**config.mk**
```make
export PLATFORM = sky130hd
export DESIGN_NAME = guess_round_ctrl
export DESIGN_NICKNAME = d
export VERILOG_FILES = /design/src/rtl/guess_game_pkg.sv /design/src/rtl/guess_round_ctrl_entry_buf.sv /design/src/rtl/guess_round_ctrl.sv
export SDC_FILE = /design/constraint.sdc
export NUM_CORES = 1
export LEC_CHECK = 0
export CORE_ASPECT_RATIO = 0.75
export CORE_MARGIN = 5
export CORE_UTILIZATION = 38
export DETAILED_ROUTE_END_ITERATION = 8
export GPL_ROUTABILITY_DRIVEN = 1
export GPL_TIMING_DRIVEN = 0
export HOLD_SLACK_MARGIN = 0.1
export PLACE_DENSITY = 0.73
export SYNTH_ARGS = -nofsm -noshare
export SYNTH_HDL_FRONTEND = slang
export SYNTH_SLANG_ARGS = --single-unit
```
**constraint.sdc**
```tcl
create_clock -name clk -period 3.9 [get_ports clk]
set_input_delay 0.78 -clock clk [delete_from_list [all_inputs] [get_ports clk]]
set_output_delay 0.78 -clock clk [all_outputs]
set_load 0.005 [all_outputs]
```
**src/rtl/guess_game_pkg.sv**
```systemverilog
// Shared types and constants for the hex guess round controller.
// Imported by the round FSM and the nibble entry buffer.
package guess_game_pkg;

  localparam int NUM_DIGITS = 4;
  localparam int DIGIT_W = 4;
  localparam logic [3:0] WIN_COUNT = 4'd4;

  typedef enum logic [2:0] {
    IDLE  = 3'd0,
    ENTRY = 3'd1,
    SCORE = 3'd2,
    WON   = 3'd3,
    LOST  = 3'd4
  } state_e;

endpackage

```
**src/rtl/guess_round_ctrl_entry_buf.sv**
```systemverilog
// Shift-in buffer collecting hex digits MS-first, with a digit counter.
// flush and clear both win over enter.
module nibble_entry_buf
  import guess_game_pkg::*;
(
  input  logic                             clk,
  input  logic                             rst_n,
  input  logic                             flush,
  input  logic                             clear,
  input  logic                             enter,
  input  logic [DIGIT_W-1:0]               digit,
  output logic [NUM_DIGITS*DIGIT_W-1:0]    entry_digits,
  output logic [2:0]                       digit_count,
  output logic                             full
);

  assign full = (digit_count == 3'(NUM_DIGITS));

  always_ff @(posedge clk or negedge rst_n) begin
    if (!rst_n) begin
      entry_digits <= '0;
      digit_count  <= '0;
    end else if (flush || clear) begin
      entry_digits <= '0;
      digit_count  <= '0;
    end else if (enter && !full) begin
      entry_digits <= {entry_digits[(NUM_DIGITS-1)*DIGIT_W-1:0], digit};
      digit_count  <= digit_count + 3'd1;
    end
  end

endmodule

```
**src/rtl/guess_round_ctrl.sv**
```systemverilog
// Round FSM in front of the hex guess scorer: latches the secret,
// commits 4-digit guesses, samples the score and tracks attempts.
module guess_round_ctrl
  import guess_game_pkg::*;
#(
  parameter int MAX_TRIES = 8,
  parameter int TRY_W = 4
) (
  input  logic             clk,
  input  logic             rst_n,
  input  logic             start,
  input  logic [15:0]      secret_in,
  input  logic [3:0]       digit_in,
  input  logic             digit_enter,
  input  logic             digit_clear,
  input  logic [3:0]       correct_digits,
  input  logic [3:0]       wrong_place_digits,
  output logic [15:0]      secret_number,
  output logic [15:0]      user_guess,
  output logic [15:0]      entry_digits,
  output logic [2:0]       digit_count,
  output logic             guess_valid,
  output logic [3:0]       last_correct,
  output logic [3:0]       last_wrong,
  output logic             score_valid,
  output logic [TRY_W-1:0] tries_used,
  output logic             playing,
  output logic             won,
  output logic             lost
);

  state_e state;
  logic   in_entry;
  logic   buf_full;
  logic   commit;
  logic   last_try;

  assign in_entry = (state == ENTRY);
  assign commit = in_entry && digit_enter && !digit_clear &&
                  (digit_count == 3'(NUM_DIGITS - 1));
  assign last_try = ((tries_used + 1'b1) == TRY_W'(MAX_TRIES));

  assign guess_valid = (state == SCORE);
  assign playing = in_entry || (state == SCORE);
  assign won = (state == WON);
  assign lost = (state == LOST);

  nibble_entry_buf u_buf (
    .clk          (clk),
    .rst_n        (rst_n),
    .flush        (start || (state == SCORE)),
    .clear        (in_entry && digit_clear),
    .enter        (in_entry && digit_enter),
    .digit        (digit_in),
    .entry_digits (entry_digits),
    .digit_count  (digit_count),
    .full         (buf_full)
  );

  always_ff @(posedge clk or negedge rst_n) begin
    if (!rst_n) begin
      state         <= IDLE;
      secret_number <= '0;
      user_guess    <= '0;
      last_correct  <= '0;
      last_wrong    <= '0;
      score_valid   <= 1'b0;
      tries_used    <= '0;
    end else if (start) begin
      state         <= ENTRY;
      secret_number <= secret_in;
      user_guess    <= '0;
      last_correct  <= '0;
      last_wrong    <= '0;
      score_valid   <= 1'b0;
      tries_used    <= '0;
    end else begin
      score_valid <= 1'b0;
      unique case (state)
        ENTRY: begin
          if (commit && !buf_full) begin
            user_guess <= {entry_digits[11:0], digit_in};
            state      <= SCORE;
          end
        end
        SCORE: begin
          last_correct <= correct_digits;
          last_wrong   <= wrong_place_digits;
          score_valid  <= 1'b1;
          tries_used   <= tries_used + 1'b1;
          if (correct_digits == WIN_COUNT) state <= WON;
          else if (last_try) state <= LOST;
          else state <= ENTRY;
        end
        default: state <= state;
      endcase
    end
  end

endmodule

```
==> flow_metrics.tcl <==
set metrics [dict create \
    status "complete, no violations" \
    synth_cell_types 33 \
    clock_skew_ns 0.00527 \
    slew_headroom_pct 43.7 \
    timing.fmax_mhz 353 \
    setup_slack_ns 1.07 \
    io_buffers 100 \
    avgSynthCellArea_sq_um 11.1 \
    clk_latency_ns 0.34 \
    die_w_um 111 \
    grt_max_degree 68 \
    num_vias 2256 \
    ctsResizeCount 0 \
    drv_cap 0 \
    hold_viol_final 0 \
    antenna_found_initial 0 \
    synthCells 260 \
    path_clk_slew_ns 0.07 \
    grt_usage_pct 15.9 \
    area_growth_pct 46.9 \
    place_ws_ns 1.36 \
    wire_per_inst_um 14.9 \
    whs_ns 0.506 \
    worstPathRequired_ns 3.12 \
    arrival_ns 2.05 \
    peakVddDrop_v 0.000233 \
    worstSetupEndpointType "primary output" \
    drive_gt1_share_pct 12.8 \
    viasPerCell 4.73 \
    hold_depth 1 \
    cp_slowest_cell "clkdlybuf4s50_1" \
    grt_pass1_vias 2358 \
    gp_congestion 0.792 \
    numCtsBuffers 9 \
    ys_ff_latch 67 \
    drt-total-wl_um 7130 \
    fin_crit_sh_pct 72.7 \
    postLayoutCoreUtil_pct 57.4 \
    ctsLongestPathBuffers 2 \
    nNetsFinal 409 \
    layout_common_cells "99 x clkdlybuf4s50_1, 67 x dfrtp_1, 57 x nand2_1, 29 x a21oi_1, 24 x nor2_1" \
    antenna_cells 0 \
    reg2regPathDepth 7 \
    ys_warn_count 0 \
    core_area_sq_um 7360 \
    crit_chain "nor2b_1 > nand2b_1 > inv_1 > buf_2 > clkdlybuf4s50_1" \
    grt_pass1_wl_um 12000 \
    drt_iter0_markers 57 \
    crit_path_max_incr_delay_ns 0.54 \
    ctsHoldBuffers 0 \
    h-tree-depth 3 \
    fp-row-count 27 \
    powerDensity_nw_per_um2 360 \
    synth_seq_area_share_pct 58.2 \
    die_area_sq_um 9430 \
    hold_class "register to register" \
    floorplan.initialDensity_pct 39.1 \
    hpwlAfterDp_um 5120 \
    cts_tree "yes" \
    rsz0062_at_grt "no" \
    fin_setup_tns_ns 0 \
    leakagePower_uw 0.00188 \
    period_needed_ns 2.83 \
    drv_slew 0 \
    reg2reg_slack_ns 2.26 \
    path_class "register to primary output" \
    final_common_cell "clkdlybuf4s50_1" \
    drc 0 \
    postCtsSetupBuffers 0 \
    drtPass1Iterations 4 \
    boundaryPins 101 \
    ant_nets 0 \
    clkSinkCount 67 \
    syn_area_sq_um 2880 \
    cp_max_fo 10 \
    startpoint_type "register" \
    grt_overflow 0 \
    finalSetupViolations 0 \
    cts_root_buf "clkbuf_8" \
    worstMarginPinSlew_ns 0.844 \
    die_h_um 85.4 \
    synth_nets 298 \
]
final timing paths:
path                                       from          endpoint
max in group asynchronous                 rst_n       score_valid
setup reg to reg           u_buf.digit_count[0]    user_guess[10]
min in group asynchronous                 rst_n  secret_number[9]
hold reg to reg                secret_number[6]  secret_number[6]
setup / recovery                       state[2]       guess_valid
hold / removal                 secret_number[6]  secret_number[6]
registers in the layout (all words and copies together), names as in the netlist:
name,count
last_correct,4
last_wrong,4
score_valid,1
secret_number,16
state,3
tries_used,4
u_buf.digit_count,3
u_buf.entry_digits,16
user_guess,16
final cells by class:
| type | instances | area, sq um |
|---|---|---|
| plain buffers | 15 | 109 |
| flip-flops and latches | 67 | 1680 |
| multi-input cells | 173 | 1070 |
| repair buffers | 100 | 998 |
| clock buffers | 10 | 138 |
| inverters | 5 | 18.8 |
| fillers | 676 | 3130 |
| clock inverters | 6 | 88.8 |
| well taps | 101 | 126 |
layer usage:
layer  track usage, %  vias to the layer above  routed length, um
li1                 -                     1089                  -
met1             19.2                     1079               3150
met2             24.3                       82               3200
met3             9.55                        6                710
met4             4.14                        0                 67
met5                0                        -                  0
metrics by stage:
step / area, sq um / instances / total power, uW
after floorplan: 2880 / 260 / 786
after global placement: 4010 / 461 / 886
after detailed placement: 4000 / 461 / 888
after CTS: 4230 / 477 / 1550
after global routing: 4230 / 477 / 1600
final: 4230 / 477 / 1520
Yosys cell counts:
cell       instances  area, sq um
nand4_1            1         6.26
xnor2_1            3         26.3
nor4_1             1         6.26
or2_1              1         6.26
buf_6              3         33.8
a221o_1            1         10.0
nand4b_2           1         15.0
nand2_2            1         6.26
buf_12             1         20.0
inv_1              5         18.8
a211oi_1           1         7.51
and2_1             3         18.8
nand3_1            1         5.00
ha_1               5         62.6
nor2_1            24         90.1
a21oi_1           29          145
nand2_1           57          214
o31ai_1            1         7.51
clkbuf_1           3         11.3
nor4b_1            1         8.76
mux2i_1           16          160
and4bb_4           1         16.3
xor2_1             2         17.5
buf_4              2         15.0
buf_1              1         3.75
nand2b_1           3         18.8
nor2b_1            1         6.26
nand3b_1           1         7.51
dfrtp_1           67         1680
buf_2              5         25.0
mux2_2            16          180
a2111oi_4          1         27.5
nor3_1             1         5.00
logic make-up (layout without fill, tap and decap cells):
family,count (synthesis),in the layout,share of synthesized area [%]
fa+ha+maj,5,5,2.17
buf+inv,20,136,4.43
xor+xnor,5,5,1.52
simple gates,98,98,15.0
compound gates,33,33,6.87
mux,32,32,11.8
flops,67,67,58.2
power breakdown:
group | internal (uW) | switching [uW] | leakage [uW] | total [uW]
Sequential | 714 | 12.1 | 0.000893 | 726
Clock | 377 | 276 | 0.000108 | 653
Combinational | 86.0 | 59.9 | 0.000878 | 146
worst max-delay path, delay by kind of cell (launching register included):
kind / cells / cell delay (ns)
flops: 1 / 0.44
simple gates: 2 / 0.36
buf+inv: 3 / 0.91
No activity file was read; power rests on OpenSTA's default activity.
